$ cat config.mk
export PLATFORM = sky130hd
export DESIGN_NAME = ysyx22041405_idu_pipe_flat
export DESIGN_NICKNAME = d
export VERILOG_FILES = /design/src/rtl/ysyx22041405_idu_pipe_pkg.sv /design/src/rtl/ysyx22041405_idu_pipe_if.sv /design/src/rtl/ysyx22041405_idu_pipe_regfile.sv /design/src/rtl/ysyx22041405_idu_pipe.sv /design/src/flat_wrapper.sv
export SDC_FILE = /design/constraint.sdc
export NUM_CORES = 2
export LEC_CHECK = 0
export CAP_MARGIN = 30
export CELL_PAD_IN_SITES_DETAIL_PLACEMENT = 0
export CELL_PAD_IN_SITES_GLOBAL_PLACEMENT = 1
export CORE_MARGIN = 10
export CORE_UTILIZATION = 50
export DETAILED_ROUTE_END_ITERATION = 10
export PLACE_DENSITY_LB_ADDON = 0.08
export SYNTH_ARGS = -nofsm -noshare
export SYNTH_HDL_FRONTEND = slang
export SYNTH_SLANG_ARGS = --single-unit
$ cat constraint.sdc
create_clock -name clk -period 5.7 [get_ports clk]
set_clock_uncertainty 0.05 [all_clocks]
set_input_delay 1.14 -clock clk [delete_from_list [all_inputs] [get_ports clk]]
set_output_delay 1.14 -clock clk [all_outputs]
set_load 0.02 [all_outputs]
$ cat src/rtl/ysyx22041405_idu_pipe_pkg.sv
`default_nettype none
// +----------------------------------------------------------------------------+
// | ysyx22041405_idu_pipe_pkg                                                  |
// | Shared opcode constants, format codes and parameter legality helpers.      |
// | Rev 1.0 - initial release                                                  |
// +----------------------------------------------------------------------------+
package ysyx22041405_idu_pipe_pkg;

    typedef enum logic [2:0] {
        c_fmt_r   = 3'd0,
        c_fmt_i   = 3'd1,
        c_fmt_s   = 3'd2,
        c_fmt_b   = 3'd3,
        c_fmt_u   = 3'd4,
        c_fmt_j   = 3'd5,
        c_fmt_ill = 3'd7
    } fmt_e;

    localparam logic [6:0] c_op_lui      = 7'b0110111;
    localparam logic [6:0] c_op_auipc    = 7'b0010111;
    localparam logic [6:0] c_op_jal      = 7'b1101111;
    localparam logic [6:0] c_op_jalr     = 7'b1100111;
    localparam logic [6:0] c_op_branch   = 7'b1100011;
    localparam logic [6:0] c_op_load     = 7'b0000011;
    localparam logic [6:0] c_op_store    = 7'b0100011;
    localparam logic [6:0] c_op_op_imm   = 7'b0010011;
    localparam logic [6:0] c_op_op       = 7'b0110011;
    localparam logic [6:0] c_op_op_imm32 = 7'b0011011;
    localparam logic [6:0] c_op_op32     = 7'b0111011;
    localparam logic [6:0] c_op_misc_mem = 7'b0001111;
    localparam logic [6:0] c_op_system   = 7'b1110011;

    function automatic fmt_e decode_fmt(input logic [6:0] opcode);
        case (opcode)
            c_op_op, c_op_op32:                  return c_fmt_r;
            c_op_op_imm, c_op_op_imm32, c_op_load,
            c_op_jalr, c_op_misc_mem, c_op_system: return c_fmt_i;
            c_op_store:                          return c_fmt_s;
            c_op_branch:                         return c_fmt_b;
            c_op_lui, c_op_auipc:                return c_fmt_u;
            c_op_jal:                            return c_fmt_j;
            default:                             return c_fmt_ill;
        endcase
    endfunction

    function automatic bit xlen_legal(input int xlen);
        return (xlen == 32) || (xlen == 64);
    endfunction

    function automatic bit nr_regs_legal(input int nr_regs);
        return (nr_regs == 16) || (nr_regs == 32);
    endfunction

    function automatic bit idx_in_range(input logic [4:0] idx, input int nr_regs);
        return int'(idx) < nr_regs;
    endfunction

endpackage
`default_nettype wire

$ cat src/rtl/ysyx22041405_idu_pipe_if.sv
`default_nettype none
// +----------------------------------------------------------------------------+
// | ysyx22041405_idu_pipe_if                                                   |
// | Fetch, issue and write-back signals of the decode stage.                   |
// | Rev 1.0 - initial release                                                  |
// +----------------------------------------------------------------------------+
interface ysyx22041405_idu_pipe_if
    import ysyx22041405_idu_pipe_pkg::*;
#(
    parameter int XLEN = 32
);
    logic            in_valid;
    logic            in_ready;
    logic [31:0]     in_inst;
    logic [XLEN-1:0] in_pc;

    logic            out_valid;
    logic            out_ready;
    logic [XLEN-1:0] out_pc;
    logic [XLEN-1:0] out_imm;
    logic [XLEN-1:0] out_rs1_data;
    logic [XLEN-1:0] out_rs2_data;
    logic [4:0]      out_rd;
    logic            out_rd_we;
    logic [2:0]      out_fmt;

    logic            wb_valid;
    logic [4:0]      wb_rd;
    logic [XLEN-1:0] wb_data;
    logic            flush;

    modport slave (
        input  in_valid, in_inst, in_pc, out_ready, wb_valid, wb_rd, wb_data, flush,
        output in_ready, out_valid, out_pc, out_imm, out_rs1_data, out_rs2_data,
               out_rd, out_rd_we, out_fmt
    );

    modport master (
        output in_valid, in_inst, in_pc, out_ready, wb_valid, wb_rd, wb_data, flush,
        input  in_ready, out_valid, out_pc, out_imm, out_rs1_data, out_rs2_data,
               out_rd, out_rd_we, out_fmt
    );
endinterface
`default_nettype wire

$ cat src/rtl/ysyx22041405_idu_pipe_regfile.sv
`default_nettype none
// +----------------------------------------------------------------------------+
// | ysyx22041405_regfile                                                       |
// | NR_REGS x XLEN register file, two async reads, one write, x0 hardwired.    |
// | Rev 1.0 - initial release                                                  |
// +----------------------------------------------------------------------------+
module ysyx22041405_regfile
    import ysyx22041405_idu_pipe_pkg::*;
#(
    parameter int XLEN    = 32,
    parameter int NR_REGS = 32
) (
    input  logic            clk,
    input  logic            rst,
    input  logic [4:0]      i_raddr1,
    input  logic [4:0]      i_raddr2,
    output logic [XLEN-1:0] o_rdata1,
    output logic [XLEN-1:0] o_rdata2,
    input  logic            i_we,
    input  logic [4:0]      i_waddr,
    input  logic [XLEN-1:0] i_wdata
);
    localparam int c_aw = $clog2(NR_REGS);

    logic [XLEN-1:0] r_mem [NR_REGS];

    always_ff @(posedge clk) begin
        if (!rst) begin
            for (int i = 0; i < NR_REGS; i++) begin
                r_mem[i] <= '0;
            end
        end else if (i_we && (i_waddr != 5'd0) && idx_in_range(i_waddr, NR_REGS)) begin
            r_mem[i_waddr[c_aw-1:0]] <= i_wdata;
        end
    end

    // Out-of-range indices read as zero so they can never alias a real register.
    assign o_rdata1 = ((i_raddr1 != 5'd0) && idx_in_range(i_raddr1, NR_REGS))
                    ? r_mem[i_raddr1[c_aw-1:0]] : '0;
    assign o_rdata2 = ((i_raddr2 != 5'd0) && idx_in_range(i_raddr2, NR_REGS))
                    ? r_mem[i_raddr2[c_aw-1:0]] : '0;

endmodule
`default_nettype wire

$ cat src/rtl/ysyx22041405_idu_pipe.sv
`default_nettype none
// +----------------------------------------------------------------------------+
// | ysyx22041405_idu_pipe                                                      |
// | One-entry decode stage: decode, immediate, register read, busy scoreboard. |
// | Define YSYX22041405_IDU_WB_BYPASS_EN to forward same-cycle write-back.     |
// | Rev 1.0 - initial release                                                  |
// +----------------------------------------------------------------------------+
module ysyx22041405_idu_pipe
    import ysyx22041405_idu_pipe_pkg::*;
#(
    parameter int XLEN    = 32,
    parameter int NR_REGS = 32
) (
    input  logic                   clk,
    input  logic                   rst,
    ysyx22041405_idu_pipe_if.slave bus
);
    localparam int c_aw = $clog2(NR_REGS);

    if (!xlen_legal(XLEN)) begin : g_bad_xlen
        $error("ysyx22041405_idu_pipe: XLEN must be 32 or 64");
    end
    if (!nr_regs_legal(NR_REGS)) begin : g_bad_nr_regs
        $error("ysyx22041405_idu_pipe: NR_REGS must be 16 or 32");
    end

    logic               r_full;
    logic [31:0]        r_inst;
    logic [XLEN-1:0]    r_pc;
    logic [NR_REGS-1:0] r_busy;

    logic [6:0]      w_opcode;
    logic [4:0]      w_rs1;
    logic [4:0]      w_rs2;
    logic [4:0]      w_rd;
    fmt_e            w_fmt_dec;
    fmt_e            w_fmt;
    logic            w_src_bad;
    logic            w_use_rs1;
    logic            w_use_rs2;
    logic            w_rd_we;
    logic [31:0]     w_imm32;
    logic [XLEN-1:0] w_imm;
    logic [XLEN-1:0] w_rf_rs1;
    logic [XLEN-1:0] w_rf_rs2;
    logic [XLEN-1:0] w_rs1_data;
    logic [XLEN-1:0] w_rs2_data;
    logic            w_busy_rs1;
    logic            w_busy_rs2;
    logic            w_hazard;
    logic            w_out_valid;
    logic            w_issue;
    logic            w_in_ready;
    logic            w_load;

    assign w_opcode = r_inst[6:0];
    assign w_rd     = r_inst[11:7];
    assign w_rs1    = r_inst[19:15];
    assign w_rs2    = r_inst[24:20];

    always_comb begin
        w_fmt_dec = decode_fmt(w_opcode);
        w_src_bad = 1'b0;
        if ((w_fmt_dec inside {c_fmt_r, c_fmt_i, c_fmt_s, c_fmt_b}) &&
            !idx_in_range(w_rs1, NR_REGS)) begin
            w_src_bad = 1'b1;
        end
        if ((w_fmt_dec inside {c_fmt_r, c_fmt_s, c_fmt_b}) &&
            !idx_in_range(w_rs2, NR_REGS)) begin
            w_src_bad = 1'b1;
        end
        w_fmt     = w_src_bad ? c_fmt_ill : w_fmt_dec;
        w_use_rs1 = w_fmt inside {c_fmt_r, c_fmt_i, c_fmt_s, c_fmt_b};
        w_use_rs2 = w_fmt inside {c_fmt_r, c_fmt_s, c_fmt_b};
        w_rd_we   = (w_fmt inside {c_fmt_r, c_fmt_i, c_fmt_u, c_fmt_j}) && (w_rd != 5'd0);
    end

    always_comb begin
        w_imm32 = '0;
        case (w_fmt)
            c_fmt_i: w_imm32 = {{20{r_inst[31]}}, r_inst[31:20]};
            c_fmt_s: w_imm32 = {{20{r_inst[31]}}, r_inst[31:25], r_inst[11:7]};
            c_fmt_b: w_imm32 = {{19{r_inst[31]}}, r_inst[31], r_inst[7],
                                r_inst[30:25], r_inst[11:8], 1'b0};
            c_fmt_u: w_imm32 = {r_inst[31:12], 12'b0};
            c_fmt_j: w_imm32 = {{11{r_inst[31]}}, r_inst[31], r_inst[19:12],
                                r_inst[20], r_inst[30:21], 1'b0};
            default: w_imm32 = '0;
        endcase
    end

    if (XLEN > 32) begin : g_imm_sext
        assign w_imm = {{(XLEN-32){w_imm32[31]}}, w_imm32};
    end else begin : g_imm_native
        assign w_imm = w_imm32;
    end

    ysyx22041405_regfile #(
        .XLEN    (XLEN),
        .NR_REGS (NR_REGS)
    ) u_regfile (
        .clk      (clk),
        .rst      (rst),
        .i_raddr1 (w_rs1),
        .i_raddr2 (w_rs2),
        .o_rdata1 (w_rf_rs1),
        .o_rdata2 (w_rf_rs2),
        .i_we     (bus.wb_valid),
        .i_waddr  (bus.wb_rd),
        .i_wdata  (bus.wb_data)
    );

`ifdef YSYX22041405_IDU_WB_BYPASS_EN
    logic w_wb_hit1;
    logic w_wb_hit2;

    // A write-back landing on a busy source this cycle both clears the hazard and supplies the value.
    always_comb begin
        w_wb_hit1  = bus.wb_valid && (bus.wb_rd == w_rs1) && (w_rs1 != 5'd0);
        w_wb_hit2  = bus.wb_valid && (bus.wb_rd == w_rs2) && (w_rs2 != 5'd0);
        w_busy_rs1 = r_busy[w_rs1[c_aw-1:0]] && !w_wb_hit1;
        w_busy_rs2 = r_busy[w_rs2[c_aw-1:0]] && !w_wb_hit2;
        w_rs1_data = w_wb_hit1 ? bus.wb_data : w_rf_rs1;
        w_rs2_data = w_wb_hit2 ? bus.wb_data : w_rf_rs2;
    end
`else
    always_comb begin
        w_busy_rs1 = r_busy[w_rs1[c_aw-1:0]];
        w_busy_rs2 = r_busy[w_rs2[c_aw-1:0]];
        w_rs1_data = w_rf_rs1;
        w_rs2_data = w_rf_rs2;
    end
`endif

    assign w_hazard    = (w_use_rs1 && w_busy_rs1) || (w_use_rs2 && w_busy_rs2);
    assign w_out_valid = r_full && !w_hazard;
    assign w_issue     = w_out_valid && bus.out_ready;
    assign w_in_ready  = !bus.flush && (!r_full || w_issue);
    assign w_load      = bus.in_valid && w_in_ready;

    always_ff @(posedge clk) begin
        if (!rst) begin
            r_full <= 1'b0;
            r_inst <= '0;
            r_pc   <= '0;
        end else if (bus.flush) begin
            r_full <= 1'b0;
        end else if (w_load) begin
            r_full <= 1'b1;
            r_inst <= bus.in_inst;
            r_pc   <= bus.in_pc;
        end else if (w_issue) begin
            r_full <= 1'b0;
        end
    end

    // Set is tested first so an issue and a write-back to the same register leave it busy.
    always_ff @(posedge clk) begin
        if (!rst) begin
            r_busy <= '0;
        end else begin
            for (int i = 1; i < NR_REGS; i++) begin
                if (w_issue && w_rd_we && (w_rd == 5'(i))) begin
                    r_busy[i] <= 1'b1;
                end else if (bus.wb_valid && (bus.wb_rd == 5'(i))) begin
                    r_busy[i] <= 1'b0;
                end
            end
        end
    end

    assign bus.in_ready     = w_in_ready;
    assign bus.out_valid    = w_out_valid;
    assign bus.out_pc       = r_pc;
    assign bus.out_imm      = w_imm;
    assign bus.out_rs1_data = w_rs1_data;
    assign bus.out_rs2_data = w_rs2_data;
    assign bus.out_rd       = w_rd;
    assign bus.out_rd_we    = w_rd_we;
    assign bus.out_fmt      = w_fmt;

endmodule
`default_nettype wire

$ cat src/flat_wrapper.sv
// flat-port wrapper written by rule: the top's interface ports become plain ports
module ysyx22041405_idu_pipe_flat import ysyx22041405_idu_pipe_pkg::*;
#(
    parameter int XLEN    = 32,
    parameter int NR_REGS = 32
)
  (clk, rst, bus_in_valid, bus_in_inst, bus_in_pc, bus_out_ready, bus_wb_valid, bus_wb_rd, bus_wb_data, bus_flush, bus_in_ready, bus_out_valid, bus_out_pc, bus_out_imm, bus_out_rs1_data, bus_out_rs2_data, bus_out_rd, bus_out_rd_we, bus_out_fmt);
  ysyx22041405_idu_pipe_if #(.XLEN(XLEN)) bus_i ();
  input  logic clk;
  input  logic rst;
  input wire logic [$bits(bus_i.in_valid)-1:0] bus_in_valid;
  input wire logic [$bits(bus_i.in_inst)-1:0] bus_in_inst;
  input wire logic [$bits(bus_i.in_pc)-1:0] bus_in_pc;
  input wire logic [$bits(bus_i.out_ready)-1:0] bus_out_ready;
  input wire logic [$bits(bus_i.wb_valid)-1:0] bus_wb_valid;
  input wire logic [$bits(bus_i.wb_rd)-1:0] bus_wb_rd;
  input wire logic [$bits(bus_i.wb_data)-1:0] bus_wb_data;
  input wire logic [$bits(bus_i.flush)-1:0] bus_flush;
  output wire logic [$bits(bus_i.in_ready)-1:0] bus_in_ready;
  output wire logic [$bits(bus_i.out_valid)-1:0] bus_out_valid;
  output wire logic [$bits(bus_i.out_pc)-1:0] bus_out_pc;
  output wire logic [$bits(bus_i.out_imm)-1:0] bus_out_imm;
  output wire logic [$bits(bus_i.out_rs1_data)-1:0] bus_out_rs1_data;
  output wire logic [$bits(bus_i.out_rs2_data)-1:0] bus_out_rs2_data;
  output wire logic [$bits(bus_i.out_rd)-1:0] bus_out_rd;
  output wire logic [$bits(bus_i.out_rd_we)-1:0] bus_out_rd_we;
  output wire logic [$bits(bus_i.out_fmt)-1:0] bus_out_fmt;
  assign bus_i.in_valid = bus_in_valid;
  assign bus_i.in_inst = bus_in_inst;
  assign bus_i.in_pc = bus_in_pc;
  assign bus_i.out_ready = bus_out_ready;
  assign bus_i.wb_valid = bus_wb_valid;
  assign bus_i.wb_rd = bus_wb_rd;
  assign bus_i.wb_data = bus_wb_data;
  assign bus_i.flush = bus_flush;
  assign bus_in_ready = bus_i.in_ready;
  assign bus_out_valid = bus_i.out_valid;
  assign bus_out_pc = bus_i.out_pc;
  assign bus_out_imm = bus_i.out_imm;
  assign bus_out_rs1_data = bus_i.out_rs1_data;
  assign bus_out_rs2_data = bus_i.out_rs2_data;
  assign bus_out_rd = bus_i.out_rd;
  assign bus_out_rd_we = bus_i.out_rd_we;
  assign bus_out_fmt = bus_i.out_fmt;
  ysyx22041405_idu_pipe #(.XLEN(XLEN), .NR_REGS(NR_REGS)) u_core (.clk(clk), .rst(rst), .bus(bus_i));
endmodule
==> flow_summary.ini <==
[pwr]
p_comb_frac = 0.141
power_mw = 21.1
netSwitchingFraction = 0.253
intPower_mw = 15.7
total_leakage_power_nw = 22.6
ir_worst_vdd_mv = 0.322
seq_power_share = 0.467
power.switching_mw = 5.32
p_per_area_mw_per_mm2 = 306
p_clk_frac = 0.392

[floorplan]
row_count = 126
design.core.area_sq_mm = 0.118
die_w_um = 365
ioPinCount = 246
start_util = 0.504
fp.dieH_um = 365
dieArea_sq_mm = 0.133

[timing]
rsz0062_at_grt = false
worst_pin_slew_ps = 1050
hold_viol = 0
hold_ws_ps = 407
fin_crit_sh = 0.928
drv_slew = 0
slew_headroom = 0.301
min_period_ps = 5290
finalSetupViolations = 0
fmax_mhz = 189
setup_slack_ps = 408
timing.setup.tns_ps = 0

[synthesis]
synth_async_sr_flop_share = 0
netlist_instances = 3832
synth_seq_area_share = 0.553
ys_warn_count = 0
synth-seq-cells = 1130
synth-main-ff-cell = edfxtp_1
syn_avg_cell_area_sq_um = 15.5
synth_edf_count = 1024
synth_cell_types = 60
syn-cell-area_sq_mm = 0.0594

[global_routing]
antenna_found_initial = 14
grt_pass1_vias = 39300
grt.overflow.total = 0
grt_max_degree = 104
grt_pass1_wl_um = 288000
track_usage = 0.306

[final_layout]
drive_above_1_share = 0.263
final_common_cell = edfxtp_1
fin_nets = 4101
finalNonFillerCells = 5628
stdcell_area_sq_mm = 0.0687
layout.cells.most_common_list = edfxtp_1 (1024), and2_1 (996), mux4_2 (646)
nFillCells = 8964
syn_to_final_growth_pct = 15.7
fin_util = 0.583

[worst_setup_path]
required_ps = 4510
crit_path_end_kind = output port
path_max_fanout = 30
cp_slowest_cell = dfxtp_4
start_kind = flop
endpoint = bus_out_rs1_data[11]
worstPathCellList = buf_12 -> mux4_2 -> mux4_2 -> mux2i_1 -> nor2_1 -> clkdlybuf4s50_1
slowest_delay_ps = 800
critPathKind = flop to output port
worstReg2RegStart = u_core.r_inst[20]
reg2reg_slack_ps = 1630
cpMostUsedCell = mux4_2
worstPathArrival_ps = 4100
reg2regPathDepth = 8

[route]
drt-pass1-iter-count = 6
route.detailed.drc = 0
wl_per_cell_um = 36.1
routed_wl_um = 203000
vias = 37400
viasPerCell = 6.64
ant_nets = 0
drt_iter0_drc = 4926

[cts]
clk_pin_slew_ps = 60
postCtsSetupRepairBufs = 0
cts_root_buf = clkbuf_16
cts_buffer_depth = 3
htree_num_levels = 4
cts_tree = done
cts.sinks = 1130
clk_latency_ps = 750
cts_resized = 0
numCtsBuffers = 131
postCtsHoldBufs = 0

[place]
dpl.hpwl_um = 120000
dpl.cell_count = 5393
dpl-instance-area_sq_mm = 0.0645
gp_congestion = 0.857
io_buffers = 245
place_ws_ps = 1180

[status]
status = finished, final reports clean

[flow_run]
drv_cap = 0

[hold_path]
worst_hold_path_type = flop to flop
## area by class of cell
type	instances	area (sq um)	share of cell area
sequential	1130	32900	0.479
multi-input combinational	2318	25600	0.372
timing repair buffer	400	4110	0.0598
clock buffer	170	3650	0.0531
tap	1536	1920	0.0280
clock inverter	56	482	0.00701
inverter	13	48.8	0.000710
antenna	5	12.5	0.000182
## layer usage
| layer | track usage | part of all wire |
|---|---|---|
| met5 | 0 | 0.00019 |
| met4 | 0.130 | 0.045 |
| met3 | 0.0633 | 0.094 |
| met2 | 0.519 | 0.50 |
| met1 | 0.381 | 0.36 |
## cell families (layout without fill, tap and decap cells)
| family | count (synthesis) | after routing | share of synthesized area |
|---|---|---|---|
| buffers and inverters | 415 | 639 | 0.0280 |
| and+or+nand+nor | 1334 | 1334 | 0.130 |
| muxes | 805 | 805 | 0.272 |
| AOI/OAI and AO/OA | 147 | 147 | 0.0167 |
| DFF | 1130 | 1130 | 0.553 |
| other | 1 | 37 | 0.0000631 |
## power groups by stage
stage                     Clock [mW]  Sequential, mW  Combinational, mW
after global routing            8.64            9.88               3.08
after CTS                       8.32            9.83               2.95
final                           8.26            9.83               2.97
after global placement             0            9.95               2.90
after floorplan                    0            9.83               1.83
after detailed placement           0            10.0               2.94
## sequential cells by signal (all words and copies together) (netlist names), named ones only
name	count
u_core.r_full	1
u_core.r_inst	32
u_core.r_busy	31
u_core.bus.out_pc	32
u_core.u_regfile.r_mem	1024
## synth_stat cells, drive strengths merged, types with 2 or more instances
library cell  instances  area share
a211oi                3     0.00046
a21o                 20      0.0025
a21oi                13      0.0011
a22o                  4     0.00059
a22oi                 8      0.0010
and2                996        0.10
and3                  2     0.00021
and3b                 2     0.00030
buf                  90      0.0074
clkbuf              312       0.020
dfxtp               106       0.036
edfxtp             1024        0.52
inv                  12     0.00076
mux2                  3     0.00057
mux2i               155       0.026
mux4                647        0.25
nand2               154      0.0098
nand2b               10      0.0011
nand3                17      0.0014
nand3b                2     0.00025
nand4                 8     0.00095
nor2                108      0.0068
nor2b                20      0.0021
nor3                  2     0.00017
nor3b                 3     0.00046
nor4                  2     0.00021
nor4b                 2     0.00030
o211ai                9      0.0011
o21a                  2     0.00025
o21ai                49      0.0041
o22ai                12      0.0013
o31ai                 4     0.00051
o32ai                 7      0.0010
o41ai                 5     0.00086
or2                   3     0.00032
or4                   2     0.00025
## how the worst min path moves through the flow
stage	from	to	slack [ps]	depth (start not counted)
5_1_grt	u_core.bus.out_pc[6]	u_core.bus.out_pc[6]	420	2
4_1_cts	u_core.bus.out_pc[6]	u_core.bus.out_pc[6]	410	2
6_report	u_core.r_inst[13]	u_core.r_inst[13]	410	2
3_3_place_gp	u_core.bus.out_pc[0]	u_core.bus.out_pc[0]	390	2
2_1_floorplan	u_core.r_inst[12]	u_core.r_inst[12]	390	2
3_5_place_dp	u_core.bus.out_pc[6]	u_core.bus.out_pc[6]	400	2
## worst max-delay path: cells and delay by family, from the launching register on
kind,cells,cell delay (ps)
simple gates,1,90
buf+inv,2,920
flops,1,800
mux,3,1480
Power figures use the tool's default switching activity.
